File: src/rtl/jk_ff_exerciser.sv
// On-board exerciser for a master-slave JK flop: drives a fixed
// j/k excitation sequence, checks q/qn and counts errors.
module jk_ff_exerciser #(
  parameter int HOLD_CYCLES = 10,
  parameter int ERR_W       = 8
) (
  input  logic             clk,
  input  logic             rst,
  input  logic             start,
  output logic             j_out,
  output logic             k_out,
  input  logic             q_in,
  input  logic             qn_in,
  output logic             busy,
  output logic             done,
  output logic             pass,
  output logic [ERR_W-1:0] err_count,
  output logic [2:0]       phase
);

  typedef enum logic [2:0] {
    IDLE   = 3'd0,
    INIT   = 3'd1,
    HOLD0  = 3'd2,
    SET    = 3'd3,
    HOLD1  = 3'd4,
    TOGGLE = 3'd5,
    CLEAR  = 3'd6,
    DONE   = 3'd7
  } state_t;

  localparam int         EW1  = ERR_W + 1;
  localparam logic [7:0] LAST = 8'(HOLD_CYCLES - 1);
  localparam logic [7:0] TMIN = 8'(HOLD_CYCLES - 3);

  state_t     state;
  state_t     nxt;
  logic [7:0] cnt;
  logic [7:0] tcnt;
  logic [7:0] tsum;
  logic       q_s;
  logic       qn_s;
  logic       q_p;
  logic       last;
  logic       lvl_err;
  logic       tog_err;
  logic       cmp_err;
  logic [1:0] inc;
  logic [EW1-1:0]   esum;
  logic [ERR_W-1:0] esat;
  logic [1:0] jk_nxt;

  assign phase = state;
  assign pass  = done && (err_count == '0);
  assign last  = (cnt == LAST);
  assign nxt   = state_t'(state + 3'd1);
  assign tsum  = tcnt + {7'd0, q_s ^ q_p};

  always_comb begin
    lvl_err = 1'b0;
    if (last) begin
      unique case (state)
        HOLD0:   lvl_err = q_s;
        SET:     lvl_err = !q_s;
        HOLD1:   lvl_err = !q_s;
        CLEAR:   lvl_err = q_s;
        default: lvl_err = 1'b0;
      endcase
    end
  end

  // INIT's first two cycles still see the flop's unknown start state
  assign tog_err = (state == TOGGLE) && last && (tsum < TMIN);
  assign cmp_err = busy && (qn_s == q_s) &&
                   !((state == INIT) && (cnt < 8'd2));

  assign inc  = {1'b0, lvl_err} + {1'b0, tog_err} + {1'b0, cmp_err};
  assign esum = {1'b0, err_count} + EW1'(inc);
  assign esat = esum[ERR_W] ? '1 : esum[ERR_W-1:0];

  always_comb begin
    jk_nxt = 2'b00;
    unique case (nxt)
      INIT:    jk_nxt = 2'b01;
      SET:     jk_nxt = 2'b10;
      TOGGLE:  jk_nxt = 2'b11;
      CLEAR:   jk_nxt = 2'b01;
      default: jk_nxt = 2'b00;
    endcase
  end

  always_ff @(posedge clk or negedge rst) begin
    if (!rst) begin
      state     <= IDLE;
      cnt       <= '0;
      tcnt      <= '0;
      q_s       <= 1'b0;
      qn_s      <= 1'b0;
      q_p       <= 1'b0;
      j_out     <= 1'b0;
      k_out     <= 1'b0;
      busy      <= 1'b0;
      done      <= 1'b0;
      err_count <= '0;
    end else begin
      q_s  <= q_in;
      qn_s <= qn_in;
      q_p  <= q_s;
      unique case (state)
        IDLE, DONE: begin
          if (start) begin
            state     <= INIT;
            cnt       <= '0;
            tcnt      <= '0;
            err_count <= '0;
            j_out     <= 1'b0;
            k_out     <= 1'b1;
            busy      <= 1'b1;
            done      <= 1'b0;
          end
        end
        default: begin
          err_count <= esat;
          if ((state == TOGGLE) && (q_s != q_p))
            tcnt <= tcnt + 8'd1;
          if (last) begin
            state <= nxt;
            cnt   <= '0;
            tcnt  <= '0;
            j_out <= jk_nxt[1];
            k_out <= jk_nxt[0];
            busy  <= (nxt != DONE);
            done  <= (nxt == DONE);
          end else begin
            cnt <= cnt + 8'd1;
          end
        end
      endcase
    end
  end

endmodule

File: config.mk
export PLATFORM = sky130hd
export DESIGN_NAME = jk_ff_exerciser
export DESIGN_NICKNAME = d
export VERILOG_FILES = /design/src/rtl/jk_ff_exerciser.sv
export SDC_FILE = /design/constraint.sdc
export NUM_CORES = 1
export LEC_CHECK = 0
export ABC_AREA = 1
export BUFFER_PORTS_ARGS = -buffer_cell sky130_fd_sc_hd__buf_2
export CAP_MARGIN = 10
export CORE_MARGIN = 3
export CORE_UTILIZATION = 47
export CTS_BUF_LIST = sky130_fd_sc_hd__clkbuf_16
export CTS_CLUSTER_DIAMETER = 80
export DETAILED_ROUTE_END_ITERATION = 6
export GPL_ROUTABILITY_DRIVEN = 0
export GPL_TIMING_DRIVEN = 0
export PLACE_DENSITY_LB_ADDON = 0.3
export SLEW_MARGIN = 0
export SYNTH_ARGS = -nofsm -noshare
export SYNTH_HDL_FRONTEND = slang
export SYNTH_SLANG_ARGS = --single-unit
File: constraint.sdc
create_clock -name clk -period 7.6 [get_ports clk]
set_input_delay 0.38 -clock clk [delete_from_list [all_inputs] [get_ports clk]]
set_output_delay 0.38 -clock clk [all_outputs]
set_load 0.03 [all_outputs]
# [After elaboration in Yosys (flattened, before gate mapping)]
# Index checks and enable logic that the tools add are counted.
[op_classes] n_shift=0 multipliers=0 reduce_logical=19 magnitude_cmp=2 div=0 add_sub_neg=7 n_bitwise=1 eq_ne=17 muxes=24
[ops] op="8-bit 2-to-1 mux" n=8
[ops] op="3-bit equality test (second input constant)" n=7
[ops] op="8-bit by 1-bit adder with 8-bit output (second input constant)" n=2
[ops] op="1-bit 2-to-1 mux" n=11
[ops] op="8-bit by 2-bit adder with 9-bit output" n=1
[ops] op="3-bit by 2-bit equality test with 1-bit output (second input constant)" n=3
[ops] op="3-bit 2-to-1 mux" n=3
[ops] op="8-bit by 1-bit adder with 8-bit output" n=1
[ops] op="8-bit by 4-bit equality test with 1-bit output (second input constant)" n=1
[ops] op="8-bit zero test" n=1
[ops] op="8-bit by 2-bit less-than comparator with 1-bit output (second input constant)" n=1
[ops] op="8-bit by 3-bit less-than comparator with 1-bit output (second input constant)" n=1
[ops] op="2-bit OR reduction" n=4
[ops] op="1-bit logical AND" n=7
[ops] op="3-bit by 1-bit equality test with 1-bit output (second input constant)" n=2
[ops] op="2-bit case mux with 3 select lines" n=1
[ops] op="2-bit AND reduction" n=2
[ops] op="3-bit by 1-bit adder with 3-bit output (second input constant)" n=1
[ops] op="3-bit zero test" n=1
[ops] op="3-bit inequality test (second input constant)" n=1
[ops] op="3-bit nonzero test" n=1
[ops] op="1-bit by 1-bit adder with 2-bit output" n=1
[ops] op="2-bit by 1-bit adder with 2-bit output" n=1
[ops] op="1-bit zero test" n=2
[ops] op="6 further kinds" n=6
[word_totals] out_inout_bits=16 input_bits=5 ram_bits=0 mem_bits_ro=0 reg_bits=34 latchBits=0 wordCells=81 memories=0

# [Longest topological paths before layout]
[depth] depth_word=9 mapped_depth=18 depth_no_buf=18

# [Worst setup path after synthesis]
# No wires, ideal clock.
[synth_timing] path_kind="register to register" from="register state[0] (netlist: phase[0])" to="register err_count[0]" path_stages_with_launch=16 setup_ns=0.123 path_buffers=0 arrival_ns=2.874 path_slack_ns=4.603 required_time_ns=7.477 synth_period_minus_slack_ns=2.997 cell_sequence="dfrtp_1 ha_1 or2_2 o21ai_0 nand2_1 o211ai_1 fa_1 inv_1 ha_1 fa_1 nand3_1 nor2_1 nand3_1 inv_1 o21ai_0 nand2_1"
[synth_between] elab_chain_len=9 elab_cells_between_ends=24 classes_between="add/sub (3); eq/ne (8); mux (4); reduce/logical (9)"
[synth_rtl] element="start: declaration" line_no="36" text="state_t state;"
[synth_rtl] element="start signal: assignment" line_no="127" text="state <= nxt;"
[synth_rtl] element="3-bit equality test or 3-bit by 2-bit equality test with 1-bit output (tied branches)" line_no="62" text="unique case (state)"
[synth_rtl] element="2-bit OR reduction (no source line)"
[synth_rtl] element="1-bit case mux with 2 select lines" line_no="62"
[synth_rtl] element="1-bit 2-to-1 mux" line_no="61" text="if (last) begin"
[synth_rtl] element="1-bit by 1-bit adder with 2-bit output" line_no="77" text="assign inc = {1'b0, lvl_err} + {1'b0, tog_err} + {1'b0, cmp_err};"
[synth_rtl] element="2-bit by 1-bit adder with 2-bit output" line_no="77"
[synth_rtl] element="8-bit by 2-bit adder with 9-bit output" line_no="78" text="assign esum = {1'b0, err_count} + EW1'(inc);"
[synth_rtl] element="8-bit 2-to-1 mux" line_no="79" text="assign esat = esum[ERR_W] ? '1 : esum[ERR_W-1:0];"
[synth_rtl] element="8-bit 2-to-1 mux" line_no="109" text="unique case (state)"
[synth_rtl] element="end signal: assignment" line_no="123" text="err_count <= esat;"
[synth_rtl] element="end: declaration" line_no="17" text="output logic [ERR_W-1:0] err_count,"
# Parallel ways exist; a longest one is shown, timed or not.
# A chain may end at the register's enable or synchronous reset.

# [Final worst setup path]
[layout_timing] from="register cnt[1]" to="register err_count[1]"
[layout_between] elab_chain_len=8 elab_cells_between_ends=13 classes_between="add/sub (3); order compare (1); eq/ne (1); mux (3); reduce/logical (5)"
[layout_rtl] element="start: declaration" line_no="38" text="logic [7:0] cnt;"
[layout_rtl] element="start signal: assignment" line_no="135" text="cnt <= cnt + 8'd1;"
[layout_rtl] element="8-bit by 2-bit less-than comparator with 1-bit output or 8-bit by 4-bit equality test with 1-bit output (tied branches)" line_no="75, 55"
[layout_rtl] element="1-bit logical AND, on equally long branches" line_no="75, 73"
[layout_rtl] element="1-bit zero test or 1-bit logical AND (tied branches)" line_no="75, 73"
[layout_rtl] element="1-bit logical AND or 1-bit by 1-bit adder with 2-bit output (tied branches)" line_no="74, 77"
[layout_rtl] element="2-bit by 1-bit adder with 2-bit output (*)" line_no="77"
[layout_rtl] element="8-bit by 2-bit adder with 9-bit output (*)" line_no="78"
[layout_rtl] element="8-bit 2-to-1 mux (*)" line_no="79"
[layout_rtl] element="8-bit 2-to-1 mux (*)" line_no="109"
# Mark *: on every way between the ends. The rest lies on a longest branch, timed or not.

==> impl_metrics.toml <==
[status]
outcome = "completed"

[flow_run]
max_cap_viol_count = 0

[logic_synthesis]
muxShareOfSynthArea_pct = 0
synthAdderAreaFrac_pct = 7.99
yosys_warnings = 0
syn_area_per_cell_um2 = 8.00
async_flop_share_pct = 100
synth-edff-count = 0
synthSimpleGateAreaFrac_pct = 30.3
synth_top_cell_area_share_pct = 38.2
yosysMostFrequentCell = "nand2_1"
synth_fp_nets = 296
synth.distinct_cells = 34
synth_seq_area_share_pct = 38.2
yosysTopAreaCell = "dfrtp_1"
synth_compound_area_share_pct = 12.7
synth_ff_type = "dfrtp_1"
synth_area_um2 = 2220
synth_commonest_cells = "nand2_1, inv_1, dfrtp_1, nor2_1, o21ai_0"
syn_inst = 278
synth_seq_cells = 34
synth_top_family_by_area = "simple AND/OR/NAND/NOR gates"
synthXorXnorAreaFrac_pct = 2.36
synth_area_leaders = "dfrtp_1, nand2_1, ha_1, inv_1, nor2_1"

[timing]
finalCritPeriodShare_pct = 41.3
fmax_mhz = 319
setup_violations = 0
rsz0062_at_grt = "false"
hold_violations = 0
finalSetupTns_ns = 0
relSlewSlack_pct = 49.2
skew_ns = 0.00381
period_minus_slack_ns = 3.14
slew_viol_final = 0
worstMarginPinSlew_ns = 0.763

[clock_tree]
clk_latency_ns = 0.28
cts_tree = "done"
postCtsHoldBufs = 0
cts_max_level = 2
postCtsSetupRepairBufs = 0
clkTransAtPathRegs_ns = 0.05
cts-root-buf = "clkbuf_16"
clockBufferDepth = 2
numCtsBuffers = 5
cts_resized = 0
cts_sinks = 34

[detailed_routing]
finalWirelength_um = 4420
postRouteAntennaNets = 0
route.detailed.drc = 0
first_pass_iters = 4
vias = 1807
wl_per_cell_um = 12.4
drt_iter0_drc = 108
via_per_inst = 5.06

[floorplan]
die_w_um = 74.8
dieArea_um2 = 5600
io_pins = 21
rows = 24
design.core.area_um2 = 4470
initial_core_util_pct = 49.7
die_y_um = 74.8

[cells_and_area]
area_growth_pct = 13.4
diodes = 0
layout.nets = 323
final_area_um2 = 2520
ff_latch_area_um2 = 851
fillers = 415
utilization_pct = 56.4
drive_above_1_share_pct = 16.4
multiInputGateArea_um2 = 1190

[power_and_ir_drop]
max-vdd-ir-drop_v = 0.000204
p_total_mw = 0.912
p_leak_nw = 1.25
power_density_nw_per_um2 = 362

[critical_path]
reg2reg_slack_ns = 4.46
crit_arrival_ns = 3.30
cp_slowest_stage_delay_ns = 0.52
crit_type = "register to register"
path_cells = "inv_1 -> ha_1 -> nand3_4 -> nor2_8 -> o211ai_1 -> fa_1 -> inv_1 -> ha_1 -> fa_1 -> nand3_1 -> nor2_1 -> nand3_1 -> inv_1 -> o21ai_0 -> nand2_1"
r2r_cells = 15
rr_endpoint = "err_count[1]"
cp_top_family = "adder cells"
crit_required_ns = 7.76
crit_fanout = 6
endpoint_kind = "register"
crit_path_start_kind = "register"
cpMaxStageDelayCell = "fa_1"
r2r-start = "cnt[1]"
worst-path-buf-inv = 3
crit_top_cell = "inv_1"

[global_route]
grt_max_degree = 35
antenna_found_initial = 0
grt_pass1_wl_um = 8020
overflow = 0
grt_use_total_pct = 18.7
grt_pass1_vias = 1748

[placement]
portBuffers = 20
dpl_cell_area_um2 = 2390
post-dp-hpwl_um = 3340

[hold_path]
hold_path_class = "input pin to asynchronous set/reset pin"
[how the worst max path moves through the flow]
stage,startpoint,endpoint,slack [ns],depth (start not counted)
finish,cnt[1],err_count[1],4.46,15
global route,cnt[1],err_count[1],4.20,15
CTS,cnt[1],err_count[2],4.44,15
detailed placement,cnt[1],err_count[2],4.45,15
global placement,cnt[1],err_count[0],4.49,15
floorplan,phase[0],err_count[0],4.60,15
[through the flow]
step           std cells  setup slack [ns]  hold WS, ns
2_1_floorplan        278              4.60       0.0844
6_report             357              4.46        0.173
4_1_cts              357              4.44        0.205
3_5_place_dp         350              4.45        0.400
5_1_grt              357              4.20        0.202
3_3_place_gp         350              4.49        0.385
[kinds of logic (layout without fill, tap and decap cells)]
group / after synthesis / count (layout)
flops: 34 / 34
simple gates: 138 / 138
xor+xnor: 6 / 6
buf+inv: 41 / 68
compound gates: 46 / 46
fa+ha+maj: 13 / 13
[state kept, by name, indices dropped and copies added (netlist names)]
| name | count |
|---|---|
| cnt | 8 |
| err_count | 8 |
| tcnt | 8 |
| phase | 3 |
| busy | 1 |
| done | 1 |
| j_out | 1 |
| k_out | 1 |
| q_p | 1 |
| q_s | 1 |
| qn_s | 1 |
[routing by layer]
| metal | up-vias | routed length (µm) | track usage (%) |
|---|---|---|---|
| met5 | - | 0 | 0 |
| met4 | 0 | 69 | 6.52 |
| met3 | 5 | 157 | 4.27 |
| met2 | 20 | 2030 | 29.5 |
| met1 | 828 | 2160 | 25.4 |
| li1 | 954 | - | - |
[cell type report]
class                   instances  share of cell area [%]
multi-input cells             203                    47.0
repair buffers                 20                    3.97
clock inverters                 2                   0.298
clock buffers                   5                    4.96
flip-flops and latches         34                    33.7
inverters                      39                    6.20
well taps                      52                    2.58
plain buffers                   2                    1.24
[worst register-to-register path: stages (launching register included)]
cell      delay [ns]
dfrtp_1         0.40
inv_1           0.11
ha_1            0.20
nand3_4         0.13
nor2_8          0.20
o211ai_1        0.17
fa_1            0.52
inv_1           0.04
ha_1            0.21
fa_1            0.41
nand3_1         0.12
nor2_1          0.08
nand3_1         0.13
inv_1           0.09
o21ai_0         0.15
nand2_1         0.06
[cells in the final DEF (no fill, tap or decap), drive strengths merged]
cell type,Yosys,routed
inv,39,41
xor2,4,4
o21ai,26,26
nor3,2,2
o22ai,7,7
clkbuf,0,5
xnor2,2,2
ha,11,11
nand4,3,3
o21a,1,1
or2,2,2
fa,2,2
nor4,1,1
o31ai,1,1
nand3,19,19
a21oi,9,9
nor2,29,29
dfrtp,34,34
buf,2,22
o211ai,2,2
nand2,82,82
[where the power goes]
part / switching, mW / internal [mW]
Sequential: 0.0578 / 0.232
Combinational: 0.284 / 0.151
Clock: 0.0715 / 0.117
Total: 0.413 / 0.499
No activity file was read; power rests on OpenSTA's default activity.
